==> src/rtl/pc_gen.sv <==
// ----------------------------------------------------------------------------
// pc_gen -- program counter generator with run / halt / fault control.
//
// Each cycle the block picks the next fetch address. In priority order the
// candidates are a taken conditional branch, JAL, JALR and the sequential
// pc + 4. Target arithmetic is 32-bit and wraps. A target that is misaligned
// or lies outside instruction memory is not loaded. Instead the block enters
// a sticky FAULT state and records the offending address. End-of-program
// moves the block to HALT, where it waits for a resume request.
//
// Parameters
//   ADDR_W     width of pc / pc_plus4 (8..32)
//   RESET_VEC  word-aligned PC loaded on reset and on halt
//   MEM_LIMIT  first invalid byte address; legal targets are < MEM_LIMIT
//   BR_SHIFT   left shift applied to the immediate for conditional branches
//
// Ports
//   clk               rising-edge clock
//   rst               synchronous reset, active-high
//   stall             hold the PC this cycle
//   branch_taken      conditional branch resolved taken
//   jump[1:0]         00 none, 11 JAL, 01 JALR, 10 reserved (no jump)
//   immediate[31:0]   sign-extended offset
//   alu_result[31:0]  JALR target
//   program_finished  end-of-program indication
//   resume            restart request from HALT
//   pc                current fetch address (registered)
//   pc_plus4          pc + 4, modulo 2^ADDR_W (combinational)
//   state[1:0]        00 RUN, 01 HALT, 10 FAULT (registered)
//   fault_addr[31:0]  offending target captured on fault entry
//   retire_cnt[31:0]  saturating count of legal PC advances
// ----------------------------------------------------------------------------
module pc_gen #(
  parameter int unsigned ADDR_W    = 32,
  parameter logic [31:0] RESET_VEC = 32'h0000_0000,
  parameter logic [32:0] MEM_LIMIT = 33'd128,
  parameter int unsigned BR_SHIFT  = 1
) (
  input  logic              clk,
  input  logic              rst,
  input  logic              stall,
  input  logic              branch_taken,
  input  logic [1:0]        jump,
  input  logic [31:0]       immediate,
  input  logic [31:0]       alu_result,
  input  logic              program_finished,
  input  logic              resume,
  output logic [ADDR_W-1:0] pc,
  output logic [ADDR_W-1:0] pc_plus4,
  output logic [1:0]        state,
  output logic [31:0]       fault_addr,
  output logic [31:0]       retire_cnt
);

  // State encoding is fixed by the external interface.
  localparam logic [1:0] ST_RUN   = 2'b00;
  localparam logic [1:0] ST_HALT  = 2'b01;
  localparam logic [1:0] ST_FAULT = 2'b10;

  localparam logic [1:0] JMP_JAL  = 2'b11;
  localparam logic [1:0] JMP_JALR = 2'b01;

  localparam logic [ADDR_W-1:0] RESET_PC = RESET_VEC[ADDR_W-1:0];

  // --------------------------------------------------------------------------
  // Target generation (32-bit, wrapping)
  // --------------------------------------------------------------------------
  logic [31:0] pc_ext;
  logic [31:0] seq_target;
  logic [31:0] br_target;
  logic [31:0] jal_target;
  logic [31:0] jalr_target;
  logic [31:0] target;
  logic        target_bad;

  always_comb begin
    // The PC is zero-extended. A negative offset from a narrow PC therefore
    // wraps to a huge 32-bit value, and the range check rejects that value.
    pc_ext      = 32'(pc);
    seq_target  = pc_ext + 32'd4;
    br_target   = pc_ext + (immediate << BR_SHIFT);
    jal_target  = pc_ext + immediate;
    jalr_target = {alu_result[31:1], 1'b0};
  end

  // NOTE: every always_comb output gets a default before any branch, so no
  // path leaves it unassigned and no latch is inferred.
  always_comb begin
    target = seq_target;
    if (branch_taken) begin
      target = br_target;
    end else if (jump == JMP_JAL) begin
      target = jal_target;
    end else if (jump == JMP_JALR) begin
      target = jalr_target;
    end
  end

  // Alignment and range are both judged on the full 32-bit target, before
  // the target is truncated to ADDR_W.
  always_comb begin
    target_bad = (target[1:0] != 2'b00) || ({1'b0, target} >= MEM_LIMIT);
  end

  always_comb begin
    pc_plus4 = pc + ADDR_W'(32'd4);
  end

  // --------------------------------------------------------------------------
  // Next-state logic
  // --------------------------------------------------------------------------
  logic [ADDR_W-1:0] pc_d;
  logic [1:0]        state_d;
  logic [31:0]       fault_addr_d;
  logic [31:0]       retire_cnt_d;

  always_comb begin
    pc_d         = pc;
    state_d      = state;
    fault_addr_d = fault_addr;
    retire_cnt_d = retire_cnt;

    case (state)
      ST_RUN: begin
        // End-of-program outranks a stall and any redirect.
        if (program_finished) begin
          pc_d    = RESET_PC;
          state_d = ST_HALT;
        end else if (!stall) begin
          if (target_bad) begin
            fault_addr_d = target;
            state_d      = ST_FAULT;
          end else begin
            pc_d = ADDR_W'(target);
            if (retire_cnt != 32'hFFFF_FFFF) begin
              retire_cnt_d = retire_cnt + 32'd1;
            end
          end
        end
      end

      ST_HALT: begin
        // The PC stays parked at the reset vector. As a result, the first
        // fetch after resume is RESET_VEC.
        pc_d = RESET_PC;
        if (resume) begin
          state_d = ST_RUN;
        end
      end

      ST_FAULT: begin
        // Sticky: only rst leaves this state.
      end

      default: begin
        // Encoding 11 cannot be reached. If an upset lands the state here,
        // fail safe and record where it happened.
        fault_addr_d = pc_ext;
        state_d      = ST_FAULT;
      end
    endcase
  end

  // --------------------------------------------------------------------------
  // State registers
  // --------------------------------------------------------------------------
  // NOTE: sequential state uses non-blocking assignments. Every register then
  // samples its pre-edge inputs, whatever order the statements are written in.
  always_ff @(posedge clk) begin
    if (rst) begin
      pc         <= RESET_PC;
      state      <= ST_RUN;
      fault_addr <= 32'h0000_0000;
      retire_cnt <= 32'h0000_0000;
    end else begin
      pc         <= pc_d;
      state      <= state_d;
      fault_addr <= fault_addr_d;
      retire_cnt <= retire_cnt_d;
    end
  end

endmodule

==> config.mk <==
export PLATFORM = sky130hd
export DESIGN_NAME = pc_gen
export DESIGN_NICKNAME = d
export VERILOG_FILES = /design/src/rtl/pc_gen.sv
export SDC_FILE = /design/constraint.sdc
export NUM_CORES = 1
export LEC_CHECK = 0
export CELL_PAD_IN_SITES_DETAIL_PLACEMENT = 0
export CELL_PAD_IN_SITES_GLOBAL_PLACEMENT = 1
export CORE_ASPECT_RATIO = 0.75
export CORE_MARGIN = 1.5
export CORE_UTILIZATION = 34
export CTS_CLUSTER_SIZE = 10
export DETAILED_ROUTE_END_ITERATION = 7
export PLACE_DENSITY_LB_ADDON = 0.1
export SYNTH_ARGS = -nofsm -noshare
export SYNTH_HDL_FRONTEND = slang
export SYNTH_SLANG_ARGS = --single-unit
==> constraint.sdc <==
create_clock -name clk -period 5.4 [get_ports clk]
set_clock_uncertainty 0.1 [all_clocks]
set_input_delay 1.08 -clock clk [delete_from_list [all_inputs] [get_ports clk]]
set_output_delay 1.08 -clock clk [all_outputs]
set_load 0.005 [all_outputs]
* After elaboration in Yosys (flattened, before gate mapping) *
Index checks and enable logic that the tools add are counted.

storage, ports and cells
  register bits after elaboration = 98
  latch bits = 0
  RAM bits = 0
  bits in read-only memories = 0
  bits of input ports = 72
  output and inout port bits = 130
  memories = 0

operators by class
  add/sub/neg operators = 4
  $mul = 0
  divide/modulo/power cells = 0
  order comparisons = 1
  eq/ne operators = 12
  shifts and indexed selects = 0
  multiplexer cells = 16
  bitwise operators = 5
  reductions and logical operators = 9

operators by type and width
  kind                     count
  $mux W32                 9
  $pmux W32 S2             2
  $add A32 B32 Y32         2
  $add A32 B1 Y32 const B  1
  $add A32 B3 Y32 const B  1
  $ge A32 B8 Y1 const B    1
  $ne A32 B32 Y1 const B   1
  $ne A3 B3 Y1 const B     3
  $mux W2                  4
  $ne A2 B2 Y1 const B     4
  $reduce_and A4 Y1        2
  $pmux W2 S3              1
  $not A1 Y1               5
  $reduce_and A5 Y1        1
  $eq A2 B1 Y1 const B     2
  $eq A2 B2 Y1 const B     2
  $reduce_bool A2 Y1       2
  $reduce_and A3 Y1        1
  $logic_not A2 Y1         1
  $reduce_or A2 Y1         1
  $logic_or A1 B1 Y1       1

* Depth between registers and ports, before layout *
Gate-level depths: netlist (run 1).

  depth in word-level cells = 10
  gate-level depth with buffers = 17

* Worst setup path after synthesis (run 1) *
OpenSTA, ideal clock, no wires.

  path type = in2reg
  start point = input port immediate[0]
  end point = register retire_cnt[15]
  setup time = 123 ps
  arrival time = 5030 ps
  data required time = 5177 ps
  path slack = 147 ps
  cell stages on the path = 15
  path buffers = 1
  cells stage by stage = ha_1 -> fa_1 -> a211oi_1 -> o211ai_2 -> a21boi_1 -> o31a_1 -> mux2_2 -> o211ai_2 -> nand4_1 -> or4_1 -> or4b_1 -> buf_6 -> nor3_4 -> nand4_1 -> mux2_1

between the ends
  longest elaborated chain between the ends = 7

RTL lines
  element                                              RTL line  RTL
  start: declaration                                   44        input logic [31:0] immediate,
  $add A32 B32 Y32                                     82        jal_target = pc_ext + immediate;
  $mux W32                                             92        end else if (jump == JMP_JAL) begin
  $mux W32 (*)                                         90        if (branch_taken) begin
  $ge A32 B8 Y1 or $reduce_bool A2 Y1 (tied branches)  102       target_bad = (target[1:0] != 2'b00) || ({1'b0, target} >= MEM_LIMIT);
  $logic_or A1 B1 Y1 (*)                               102
  $not A1 Y1 (no source line) (*)                      n/a
  $reduce_and A5 Y1 (no source line) (*)               n/a
  end signal: assignment                               179       retire_cnt <= retire_cnt_d;
  end: declaration                                     52        output logic [31:0] retire_cnt

Mark *: on every way between the ends. The rest lies on a longest branch, timed or not.
A chain may end at the register's enable or synchronous reset.

* Worst setup path in the final report (run 1) *
  start point = input port immediate[19]
  end point = register retire_cnt[15]

between the ends
  longest elaborated chain between the ends = 7

RTL lines
  element                                 RTL line
  $add A32 B32 Y32                        82
  $mux W32                                92
  $mux W32 (*)                            90
  $ge A32 B8 Y1 (*)                       102
  $logic_or A1 B1 Y1 (*)                  102
  $not A1 Y1 (no source line) (*)         n/a
  $reduce_and A5 Y1 (no source line) (*)  n/a

Marked as above.

==> results of run 1 <==
==> metal layers <==
metal	vias up	wire length [um]	track usage, %
li1	5803	-	-
met2	491	19100	46.1
met1	5697	22000	45.0
met5	-	0	0
met3	81	3400	5.68
met4	0	1790	10.5
==> kinds of logic after synthesis <==
logic type,count (synthesis),share of synthesized area (%)
simple gates,500,26.3
compound gates,388,27.5
buf+inv,114,5.02
flops,98,20.6
xor+xnor,70,6.44
fa+ha+maj,68,9.09
mux,46,4.99
==> where the power goes <==
part	internal (W)	switching, W
Sequential	0.000824	0.0000633
Clock	0.000328	0.000350
Combinational	0.000737	0.000751
==> stage by stage <==
| step | utilization (%) | std cells |
|---|---|---|
| 2_1_floorplan | - | 1284 |
| 3_3_place_gp | 52.1 | 2096 |
| 3_5_place_dp | 52.1 | 2096 |
| 4_1_cts | 54.5 | 2127 |
| 5_1_grt | 57.3 | 2134 |
| 6_report | 57.3 | 2134 |
==> layout make-up <==
class	instances	share of cell area (%)
Tap cell	351	2.81
Sequential cell	98	12.6
Inverter	36	0.865
Multi-Input combinational cell	1072	51.0
Clock inverter	7	0.465
Clock buffer	9	1.44
Timing Repair Buffer	561	30.8
==> worst paths after layout <==
path	end	from	slack, ns	cells past startpoint
worst max register to register	retire_cnt[15]$_SDFFE_PP0P_	pc[9]$_SDFFE_PP0P_	0.45	14
worst min register to register	fault_addr[3]$_SDFFE_PP0P_	fault_addr[3]$_SDFFE_PP0P_	0.35	2
worst min-delay path	fault_addr[3]$_SDFFE_PP0P_	fault_addr[3]$_SDFFE_PP0P_	0.35	2
worst max-delay path	retire_cnt[15]$_SDFFE_PP0P_	immediate[19]	0.08	16
==> synthesized netlist by cell type (7+ instances only) <==
cell	number
sky130_fd_sc_hd__nor2b_1	11
sky130_fd_sc_hd__inv_1	35
sky130_fd_sc_hd__o21ai_0	53
sky130_fd_sc_hd__nor4_1	27
sky130_fd_sc_hd__o31ai_1	8
sky130_fd_sc_hd__a21oi_1	128
sky130_fd_sc_hd__xnor2_1	56
sky130_fd_sc_hd__nand2_1	134
sky130_fd_sc_hd__a211o_1	10
sky130_fd_sc_hd__a211oi_1	24
sky130_fd_sc_hd__a21o_1	16
sky130_fd_sc_hd__nor3_1	26
sky130_fd_sc_hd__dfxtp_1	98
sky130_fd_sc_hd__xor2_1	14
sky130_fd_sc_hd__a311oi_1	11
sky130_fd_sc_hd__and2_1	34
sky130_fd_sc_hd__buf_2	10
sky130_fd_sc_hd__clkbuf_1	55
sky130_fd_sc_hd__a31o_2	12
sky130_fd_sc_hd__and4_1	9
sky130_fd_sc_hd__nor2_1	118
sky130_fd_sc_hd__nand4_1	37
sky130_fd_sc_hd__mux2_2	9
sky130_fd_sc_hd__and3_1	20
sky130_fd_sc_hd__a31oi_1	13
sky130_fd_sc_hd__nand3_1	43
sky130_fd_sc_hd__buf_1	7
sky130_fd_sc_hd__ha_1	66
sky130_fd_sc_hd__o21a_1	13
sky130_fd_sc_hd__mux2i_1	34
sky130_fd_sc_hd__o211ai_1	15
==> worst reg2reg max path: stages (launching register included) <==
cell and delay [ns]:
sky130_fd_sc_hd__dfxtp_1 0.65, sky130_fd_sc_hd__nand3_1 0.38, sky130_fd_sc_hd__nor4_1 0.41, sky130_fd_sc_hd__buf_4 0.23, sky130_fd_sc_hd__nand4_1 0.13, sky130_fd_sc_hd__xnor2_1 0.22, sky130_fd_sc_hd__a211o_1 0.34, sky130_fd_sc_hd__o211ai_1 0.26
sky130_fd_sc_hd__o211ai_1 0.15, sky130_fd_sc_hd__or4_4 0.56, sky130_fd_sc_hd__or4b_4 0.60, sky130_fd_sc_hd__nor3_4 0.24, sky130_fd_sc_hd__buf_12 0.16, sky130_fd_sc_hd__nand4_1 0.11, sky130_fd_sc_hd__mux2_1 0.32
==> repair_timing <==
item / in CTS / in global routing
setup endpoints to repair: 98 / 93
cloned: 1 / 0
resized for setup: 58 / 137
pin swaps: 20 / 33
hold buffers: 0 / 0
setup buffers: 15 / 8
==> registers in the layout, indices dropped and copies added (netlist names) <==
| signal | cells |
|---|---|
| pc | 32 |
| retire_cnt | 32 |
| fault_addr | 32 |
| state | 2 |
==> cell usage in the layout (no fill, tap or decap), types with 37 or more instances in the layout <==
| cell | Yosys | layout |
|---|---|---|
| sky130_fd_sc_hd__nand2_1 | 134 | 128 |
| sky130_fd_sc_hd__xnor2_1 | 56 | 56 |
| sky130_fd_sc_hd__ha_1 | 66 | 40 |
| sky130_fd_sc_hd__nand4_1 | 37 | 37 |
| sky130_fd_sc_hd__a21oi_1 | 128 | 104 |
| sky130_fd_sc_hd__dfxtp_1 | 98 | 98 |
| sky130_fd_sc_hd__nand3_1 | 43 | 41 |
| sky130_fd_sc_hd__clkdlybuf4s50_1 | 0 | 183 |
| sky130_fd_sc_hd__nor2_1 | 118 | 115 |
| sky130_fd_sc_hd__o21ai_0 | 53 | 39 |
| sky130_fd_sc_hd__buf_4 | 2 | 348 |
==> impl.org, run 1 <==
** Outcome
- The flow ran to the end, and the final reports show no timing, DRC or antenna violations.

** CTS
- Clock insertion delay at the later pin of the skew report :: around 0.37 ns
- The H-tree was split into 3 levels.
- TritonCTS built the clock tree.
- Counting along the longest clock path gives a buffer depth of 2.
- Clock-pin slew was measured on the worst setup and hold paths at roughly 0.07 ns.
- TritonCTS buffer count :: 9
- The tree built by TritonCTS fans out to 98 sinks.
- Cell at the root of the clock tree :: sky130_fd_sc_hd__clkbuf_16

** Die
- Die Footprint :: a little under 0.03 mm^2
- The floorplan step set the die height to around 150 um.
- In this run the core area contains 52 standard-cell rows.
- Total core area :: 0.0273 mm^2
- Once the floorplan was initialized, standard cells occupied 34.9% of the core.
- The die is between 150 and 200 um wide.
- I/O pin count :: between 200 and 250

** Setup path
- On the worst path, the slowest cell contributes a delay of around 0.6 ns.
- The critical path contains buffers and inverters numbering 3 combined.
- The largest individual stage delay along the critical path comes from the cell sky130_fd_sc_hd__or4b_4.
- The signal on the critical path passes through clkdlybuf4s50_1 > buf_4 > ha_1 > a21oi_1 > o21ai_1 > a21oi_2 > mux2i_1 > a221o_1 > o211ai_4 > nand4_1 > or4_4 > or4b_4 > nor3_4 > buf_12 > nand4_1 > mux2_1.
- Data arrival time of the worst path :: approximately 5.5 ns
- Kind of capture point of the worst setup path :: flop
- Data on the critical path is required at its endpoint by approximately 5.6 ns.
- Counting stages on the worst path, the most repeated cell is sky130_fd_sc_hd__nand4_1.
- STA classifies the critical path startpoint as an input port.
- In this design, the largest share of critical-path delay is due to simple AND/OR/NAND/NOR gates.
- The critical path is of the in -> reg type.
- Along the worst path, the maximum fanout reaches 8.

** Global route
- The initial antenna violation count was 0.
- Entering global routing, the biggest net connects 47 pins.
- Number of global-route vias before repair :: approximately 11,000
- The first global-routing pass estimated 68,500 um of wire.
- Residual overflow from global routing :: 0
- Across every metal layer, demand over resource in global routing totals 31.1%.

** Finish
- Number of fill cells in the layout :: 2,605
- With fillers left out, the area of the finished cells amounts to around 0.016 mm^2.
- # diodes :: 0
- Registers take slightly below 0.002 mm^2.
- Compared with the post-synthesis result, the final layout area differs by 64.1%.
- Area of the multi-input gates :: 0.00797 mm^2
- For this run, the post-layout net count is 1,918.
- Cells with a size suffix above 1 make up approximately 30% of the layout.

** Flow run
- The tool flagged a number of max-cap violations equal to 0.

** STA
- After layout, the worst path uses roughly 100% of the clock period.
- Based on the critical path, the design can be clocked at up to around 190 MHz.
- Final hold analysis gives a worst-case slack of about 0.35 ns.
- At the pin with the least slew margin, the transition time is 0.757 ns.
- The number of max-slew violations in the final report was 0.
- Final period demand of the worst path :: around 5.3 ns
- Setup violations remaining at the end of the flow were counted as 0.
- Final hold violation count :: 0
- Aggregate negative setup slack :: 0 ns
- Measured against its own limit, the worst slew margin works out to roughly half.
- Setup slack closes at 0.0788 ns.

** Synth
- Yosys Warn Count :: 0
- Of the synthesized area, sequential elements account for roughly 21%.
- Total of flip-flops plus latches after synthesis :: 98
- Counting flops with an async set or reset pin after synthesis yields a share of 0%.
- In this run the mean area of a mapped cell was approximately 7.4 um^2.
- Cell types with the largest area share after synthesis :: sky130_fd_sc_hd__dfxtp_1 (21%), sky130_fd_sc_hd__ha_1 (8.7%), sky130_fd_sc_hd__a21oi_1 (6.7%), sky130_fd_sc_hd__nand2_1 (5.3%), sky130_fd_sc_hd__xnor2_1 (5.2%)
- EDFF count, synth :: 0
- Yosys cell types :: between 80 and 90
- Synth Flop Type :: sky130_fd_sc_hd__dfxtp_1
- The cell area that synthesis handed to floorplanning was 0.00952 mm^2.
- Yosys top cell area share :: 20.6%
- Largest area contributor in the synthesized netlist :: sky130_fd_sc_hd__dfxtp_1
- Cell count after synthesis :: between 1,000 and 1,500
- Syn Nets :: approximately 1,400

** Placed design
- Routability Congestion :: 0.970
- Setup Slack @ Placement :: -1.11 ns
- Buffers added on ports :: 200
- HPWL reported at the end of detailed placement :: approximately 37,000 um
- Placed Instance Area :: between 0.01 and 0.015 mm^2

** Route
- Wire length after detailed routing :: 46,300 um
- After detailed routing, the number of remaining DRC violations is 0.
- After the first detailed-routing iteration, the DRC count stood at about 1,100.
- Post-detailed-route wirelength per cell :: around 22 um
- Once detail routing completed, the nets flagged for antenna violations numbered 0.
- In the routed layout, each cell is associated on average with a via count of roughly 5.7.
- The first TritonRoute pass finished after 5 iterations.
- Vias :: ~12,000

** Power
- VDD sags by at most between 0.2 and 0.25 mV.
- Dividing total power by cell area gives a power density of roughly 200 mW/mm^2.
- The completed layout was analyzed and its total power is 0.00305 W.
- Leakage Power :: between 6 and 7 nW

** Hold path
- The min-delay analysis places its worst path in the category reg -> reg.
Power figures use the tool's default switching activity.
==> run 2: changes to the inputs <==
Settings changed: CORE_UTILIZATION 34 to 41.
Clock period 5.4 ns to 6.9 ns, I/O delays scaled along.
==> impl.org, run 2 (synthesis results as in run 1) <==
** Power
- Leakage Power :: 4.72 nW (-29%)
- The total power came to 0.00213 W (-30%).
- Worst ir drop on vdd :: 0.202 mV (-15%)
- Pwr per Cell Area :: 176 mW/mm^2 (-10%)

** Route
- The post-detailed-route via-to-cell ratio is 6.13 (+8.3%).
- Drt first-iter violations :: 1,081 (-1.6%)
- Met2 wirelength from detailed routing :: 15,200 um (-21%)
- Post-Route M1 WL :: 18,500 um (-16%)
- The highest layer touched by signal routing is met4.
- Wire length after detailed routing :: 38,000 um (-18%)
- Number of search-and-repair iterations in the first detailed-routing pass :: 6 (+1)
- The detail-routed net length per standard cell is 21.6 um (-0.42%).
- Vias :: 10,800 (-11%)
- The count of antenna-violating nets left after detailed routing is 0 (unchanged).
- The number of remaining DRC errors was 0 (unchanged).
- The routed length on met3 was 3420 um (+0.35%).

** STA
- The number of max-slew violations in the final report was 0 (unchanged).
- The tightest slew margin relative to the limit came to 46.0% (-3.5 points).
- The total negative setup slack was 0 ns (unchanged).
- Final hold violation count :: 0 (unchanged)
- The tightest hold margin was 0.350 ns (-0.00114 ns).
- Slew of the pin with the lowest slew margin :: 0.802 ns (+0.0449 ns)
- Final period demand of the worst path :: around 6.4 ns
- Final setup violation count :: 0 (unchanged)
- Final Cycle Share :: between 90% and 100%
- Highest clock rate :: around 160 MHz
- Unrepaired setup endpoints after global routing :: no

** Setup path
- For this design, the slowest cell found on the critical path is sky130_fd_sc_hd__or4_1.
- STA classifies the critical path startpoint as an input port.
- Worst R2R Path Depth :: 17 (+3)
- The kind of cell with the highest combined delay along the critical path is simple AND/OR/NAND/NOR gates.
- Worst Path Max Fanout :: 25 (+17)
- R2r endpoint :: retire_cnt[9]$_SDFFE_PP0P_
- Worst r2r src :: pc[2]$_SDFFE_PP0P_
- Required arrival time at the worst endpoint :: 7.00 ns (+1.45 ns)
- STA classifies the critical path endpoint as a flop.
- The signal on the critical path passes through clkdlybuf4s50_1 > ha_1 > fa_1 > a211oi_1 > o211ai_2 > a21boi_1 > o31a_1 > mux2_2 > o211ai_2 > nand4_1 > or4_1 > or4b_1 > buf_4 > buf_4 > nor4_1 > xnor2_1 > nor2_1.
- Data arrival time of the worst path :: 6.53 ns (+1.06 ns)
- The logic depth of the worst setup path including buffers came to 17 (+1).
- Setup CP Type :: in -> reg
- Crit path largest cell delay :: 0.52 ns (-0.08 ns)
- The worst reg-to-reg setup slack came to 1.55 ns (+1.10 ns).
- The worst path buffer plus inverter count is 3 (unchanged).

** Die
- The floorplan row count was 48 (-7.7%).
- Die Footprint :: 0.0242 mm^2 (-17%)
- The number of top-level pins is 202 (unchanged).
- The floorplan core area came to 0.0229 mm^2 (-16%).
- Initial standard-cell utilization of the core :: 41.6% (+6.7 points)
- Chip width :: 179 um (-8.8%)
- Die boundary height :: 135 um (-8.8%)

** Global route
- Wire length of the first global-routing pass :: 56,700 um (-17%)
- Largest net degree at the start of global routing :: 75 (+60%)
- The overall track demand over capacity in global routing was 30.6% (-0.48 points).
- Initial antenna violation count :: 0 (unchanged)
- Residual overflow from global routing :: 0 (unchanged)
- The number of global-route vias before repair was 9,475 (-17%).

** Hold path
- Hold worst-path end :: fault_addr[13]$_SDFFE_PP0P_
- Worst hold path stage count :: 2 (unchanged)
- In this run the worst hold path is classified as reg -> reg.
- The startpoint identified for the worst hold timing path is fault_addr[13]$_SDFFE_PP0P_.

** CTS
- The clock latency on the worst-skew pair is 0.34 ns (-0.03 ns).
- Resize count post-CTS :: 0 (-100%)
- Post-CTS Hold Fix Bufs :: 0 (unchanged)
- In this run the clock root is driven by a sky130_fd_sc_hd__clkbuf_16.
- Num Clock Sinks :: 98 (unchanged)
- CTS clock-pin slew for the worst setup and hold paths :: 0.07 ns (about the same)
- TritonCTS buffer count :: 9 (unchanged)
- Clock tree from TritonCTS :: built
- The number of buffers inserted by post-CTS setup repair came to 0 (-15).
- Maximum buffer depth of the clock tree :: 2 (unchanged)
- The maximum level of the CTS H-tree was 3 (unchanged).

** Placed design
- The number of placed instances, taps included was 1,745 (-17%).
- The count of input and output buffers is 200 (unchanged).
- Routability Congestion :: 0.984 (+1.5%)
- HPWL reported at the end of detailed placement :: 30,300 um (-19%)

** Finish
- Layout overhead on the synthesized area :: 27.7%
- # diodes :: 0 (unchanged)
- Leading registers by flop count :: fault_addr: 32 flops, pc: 32 flops, retire_cnt: 32 flops
- Proportion of layout cells with a drive suffix above 1 :: 6.51% (-23 points)
- Most frequent standard cell in the layout excluding fill and tap cells :: sky130_fd_sc_hd__clkdlybuf4s50_1
- Post-route core utilization :: 53.1% (-4.2 points)
- Number of fill cells in the layout :: 2,237 (-14%)
- Highest-count cells in the layout ignoring fill and taps :: sky130_fd_sc_hd__clkdlybuf4s50_1 (198), sky130_fd_sc_hd__nand2_1 (134), sky130_fd_sc_hd__a21oi_1 (128), sky130_fd_sc_hd__nor2_1 (118), sky130_fd_sc_hd__dfxtp_1 (98)
- The filler-free cell count of the finished design is 1,760 (-18%).
- The net count reported at finish came to 1,596 (-17%).

** Outcome
- Run status :: complete, no violations

** Flow run
- Max-capacitance violation count :: 0 (unchanged)
-- run 2: worst max path at each step --
stage	from	endpoint	slack, ns
after floorplan	immediate[0]	retire_cnt[15]$_SDFFE_PP0P_	1.35
after global placement	immediate[0]	retire_cnt[9]$_SDFFE_PP0P_	0.28
after detailed placement	immediate[0]	retire_cnt[9]$_SDFFE_PP0P_	0.21
after CTS	immediate[0]	retire_cnt[9]$_SDFFE_PP0P_	0.56
after global routing	immediate[0]	retire_cnt[9]$_SDFFE_PP0P_	0.20
final	immediate[0]	retire_cnt[9]$_SDFFE_PP0P_	0.47
-- run 2: per-layer routing --
| layer | vias to the layer above | track usage [%] |
|---|---|---|
| met2 | 497 | 42.9 |
| met1 | 5063 | 46.8 |
| met4 | 0 | 7.87 |
| met5 | - | 0 |
| met3 | 69 | 6.14 |
| li1 | 5155 | - |
-- run 2: layout make-up --
cell class | instances | area [um^2] | share of cell area [%]
clock buffer | 14 | 274 | 2.25
clock inverter | 1 | 8.76 | 0.0720
tap | 300 | 375 | 3.09
multi-input combinational | 1072 | 7080 | 58.3
timing repair buffer | 239 | 2320 | 19.1
sequential | 98 | 1960 | 16.1
inverter | 36 | 135 | 1.11
-- run 2: power by group --
group | total (W) | internal, W | switching, W | leakage (nW)
Clock | 0.000482 | 0.000273 | 0.000208 | 0.139
Combinational | 0.000963 | 0.000443 | 0.000519 | 3.78
Sequential | 0.000691 | 0.000645 | 0.0000457 | 0.794
-- run 2: per-stage QoR --
stage               worst slack (ns)  instance area, um^2
finish                         0.471                12200
global route                   0.200                12200
CTS                            0.559                12200
detailed placement             0.211                11900
global placement               0.284                11900
floorplan                       1.35                 9520
-- run 2: worst register-to-register path, stage by stage, from the launching register on --
cell                        delay [ns]
sky130_fd_sc_hd__dfxtp_1          0.58
sky130_fd_sc_hd__inv_1            0.19
sky130_fd_sc_hd__fa_1             0.44
sky130_fd_sc_hd__nand2b_1         0.20
sky130_fd_sc_hd__a21oi_1          0.31
sky130_fd_sc_hd__o21ai_0          0.25
sky130_fd_sc_hd__and3_1           0.31
sky130_fd_sc_hd__buf_4            0.19
sky130_fd_sc_hd__o2bb2ai_1        0.14
sky130_fd_sc_hd__xnor2_1          0.18
sky130_fd_sc_hd__o221a_2          0.28
sky130_fd_sc_hd__a2111oi_0        0.51
sky130_fd_sc_hd__or4b_1           0.48
sky130_fd_sc_hd__buf_4            0.20
sky130_fd_sc_hd__buf_4            0.24
sky130_fd_sc_hd__nor4_1           0.40
sky130_fd_sc_hd__xnor2_1          0.16
sky130_fd_sc_hd__nor2_1           0.05
==> run 3: changes to the inputs <==
Settings changed: CORE_MARGIN 1.5 to default, SKIP_CTS_REPAIR_TIMING from default to 1.
Clock period 6.9 ns to 7.8 ns, I/O delays scaled along.
==> impl.org, run 3 (synthesis results as in run 1) <==
** Outcome
- The run finished with clean final reports.

** Finish
- The net count reported at finish came to 1,579 (-1.1%).
- Most frequent standard cell in the layout excluding fill and tap cells :: sky130_fd_sc_hd__clkdlybuf4s50_1
- Highest-count cells in the layout ignoring fill and taps :: sky130_fd_sc_hd__clkdlybuf4s50_1 (198), sky130_fd_sc_hd__nand2_1 (134), sky130_fd_sc_hd__a21oi_1 (128), sky130_fd_sc_hd__nor2_1 (118), sky130_fd_sc_hd__dfxtp_1 (98)
- Layout overhead on the synthesized area :: 26.1%
- The final antenna diode count came to 0 (unchanged).
- In the final layout, the registers with the most flip-flops are fault_addr: 32 flops, pc: 32 flops, retire_cnt: 32 flops.
- The layout cell share with drive strength beyond 1 came to 5.68% (-0.83 points).
- The layout filler cell count was 2,184 (-2.4%).

** Power
- Clock network fraction of total power :: 23.2% (+0.6 points)
- The relative contribution of sequential cells to total power was 32.9% (+0.5 points).
- The leakage component of the power is 4.63 nW (-1.9%).
- The total net switching power was 0.000700 W (-9.5%).
- Worst ir drop on vdd :: 0.205 mV (+1.1%)
- Logic pwr share :: 43.9% (-1.2 points)
- The internal power of the cells was 0.00117 W (-14%).
- The total power divided by cell area came to 156 mW/mm^2 (-11%).
- The switching portion of total power came to 37.4% (+1.2 points).

** Global route
- The first-pass GRT wire length came to 57,500 um (+1.5%).
- The maximum number of pins on one net before global-route repair was 75 (unchanged).
- The overall track demand over capacity in global routing came to 31.6% (+0.96 points).
- Residual overflow from global routing :: 0 (unchanged)
- Number of global-route vias before repair :: 9,534 (+0.62%)
- Initial antenna violation count :: 0 (unchanged)

** CTS
- The maximum level of the CTS H-tree was 3 (unchanged).
- Maximum buffer depth of the clock tree :: 2 (unchanged)
- CTS clock-pin slew for the worst setup and hold paths :: 0.07 ns (about the same)
- The root buffer cell chosen for the clock tree is sky130_fd_sc_hd__clkbuf_16.
- The clock latency on the worst-skew pair was 0.35 ns (about the same).
- Clock tree from TritonCTS :: built
- Num Clock Sinks :: 98 (unchanged)
- TritonCTS buffer count :: 9 (unchanged)

** Die
- Chip width :: 178 um (-0.56%)
- Die Footprint :: 0.0238 mm^2 (-1.3%)
- The effective utilization at floorplan was 42.5% (+0.89 points).
- The die extent in y was 134 um (-0.74%).
- The floorplan core area was 0.0224 mm^2 (-2.1%).
- I/O pin count :: 202 (unchanged)
- The floorplan row count was 47 (-2.1%).

** Route
- Final antenna-violating net count :: 0 (unchanged)
- The detail-routed net length per standard cell is 22.1 um (+2.3%).
- The total number of vias came to 10,800 (-0.19%).
- Post-Route M1 WL :: 18,100 um (-1.9%)
- # DRC :: 0 (unchanged)
- The wire length on met2 is 15,900 um (+4.8%).
- The post-detailed-route via-to-cell ratio was 6.19 (+1.1%).
- Top layer reached by signal wires :: met4
- The number of DRC markers in iteration 0 is 1,171 (+8.3%).
- Wire length after detailed routing :: 38,400 um (+1.1%)
- Met3 Routed Length :: 3800 um (+11%)
- Number of search-and-repair iterations in the first detailed-routing pass :: 7 (+1)

** Flow run
- Max-capacitance violation count :: 0 (unchanged)

** Hold path
- Class of the tightest hold or removal check :: reg -> reg
- The cell depth of the worst hold path is 2 (unchanged).

** STA
- Number of max-slew violations in the final report :: 0 (unchanged)
- Unrepaired setup endpoints after global routing :: no
- Worst hold slack across all endpoints :: 0.350 ns (+0.00000900 ns)
- The tightest slew margin relative to the limit was 43.9% (-2.1 points).
- The total setup violations reported at the end of the flow was 0 (unchanged).
- Of the available clock period, the critical path in the final layout requires 92.2%.
- Subtracting the final worst setup slack from the clock period gives roughly 7.2 ns.
- For this run, the top clock speed supported by timing is between 100 and 150 MHz.
- The total negative setup slack is 0 ns (unchanged).
- The final hold violation count came to 0 (unchanged).
- Slew of the pin with the lowest slew margin :: 0.832 ns (+0.0301 ns)

** Setup path
- The depth of the worst register-to-register path was 14 (-3).
- Kind of capture point of the worst setup path :: flop
- Required arrival time at the worst endpoint :: 7.94 ns (+0.94 ns)
- Setup CP Type :: in -> reg
- Nature of the critical path startpoint :: input port
- The data arrival time at the worst-slack endpoint was 7.33 ns (+0.80 ns).
- The highest fanout seen on the critical path is 28 (+12%).

** Placed design
- Routability Congestion :: 0.972 (-1.2%)
- HPWL reported at the end of detailed placement :: 30,400 um (about the same)
- The count of input and output buffers came to 200 (unchanged).
## run 3: cell count changes in the layout (fill, tap and decap cells not counted), sizes merged
cell | before | now
buf | 41 | 24
clkbuf | 14 | 10
inv | 35 | 38
clkinv | 2 | 3
clkinvlp | 0 | 1
## run 3: stage by stage
stage               cell area [um^2]  cells  setup slack [ns]  total power, W  utilization [%]
floorplan                       9520   1284              2.07         0.00110                -
global placement               11700   1722             0.473         0.00143             52.3
detailed placement             11700   1722             0.383         0.00144             52.3
CTS                            12000   1738             0.736         0.00188             53.6
global route                   12000   1738             0.354         0.00197             53.6
finish                         12000   1738             0.610         0.00187             53.6
## run 3: worst max-delay path, stage by stage
cell and delay (ns):
sky130_fd_sc_hd__clkdlybuf4s50_1 0.45, sky130_fd_sc_hd__ha_1 0.27, sky130_fd_sc_hd__fa_1 0.44, sky130_fd_sc_hd__a211oi_1 0.39
sky130_fd_sc_hd__o211ai_2 0.21, sky130_fd_sc_hd__a211oi_1 0.49, sky130_fd_sc_hd__xnor2_1 0.12, sky130_fd_sc_hd__mux2i_1 0.27
sky130_fd_sc_hd__a21oi_1 0.21, sky130_fd_sc_hd__a2111o_1 0.41, sky130_fd_sc_hd__a2111oi_0 0.64, sky130_fd_sc_hd__or4b_2 0.83
sky130_fd_sc_hd__o2111ai_4 0.34, sky130_fd_sc_hd__nand2_2 0.34, sky130_fd_sc_hd__a22o_1 0.33
## run 3: layout make-up
cell class	instances	area, um^2	share of cell area (%)
clock buffers	10	239	1.99
repair buffers	222	2170	18.1
flip-flops and latches	98	1960	16.3
inverters	36	135	1.13
multi-input cells	1072	7080	59.0
clock inverters	6	47.5	0.396
well taps	294	368	3.06
## run 3: final timing paths
| kind | endpoint | slack [ns] | startpoint |
|---|---|---|---|
| hold / removal | fault_addr[15]$_SDFFE_PP0P_ | 0.35 | fault_addr[15]$_SDFFE_PP0P_ |
| hold reg to reg | fault_addr[15]$_SDFFE_PP0P_ | 0.35 | fault_addr[15]$_SDFFE_PP0P_ |
| setup / recovery | pc[2]$_SDFFE_PP0P_ | 0.61 | immediate[0] |
| setup reg to reg | pc[2]$_SDFFE_PP0P_ | 1.87 | pc[0]$_SDFFE_PP0P_ |
## run 3: metal layers
metal	global-route usage, %	up-vias
met2	46.3	549
li1	-	5119
met3	6.29	39
met1	47.3	5056
met5	0	-
met4	5.84	0
## run 3: power by group through the flow
stage                     clock network, W  registers, W  logic, W
final                             0.000434      0.000615  0.000821
after floorplan                          0      0.000623  0.000480
after global placement                   0      0.000624  0.000806
after detailed placement                 0      0.000624  0.000815
after global routing              0.000462      0.000621  0.000887
after CTS                         0.000442      0.000614  0.000819
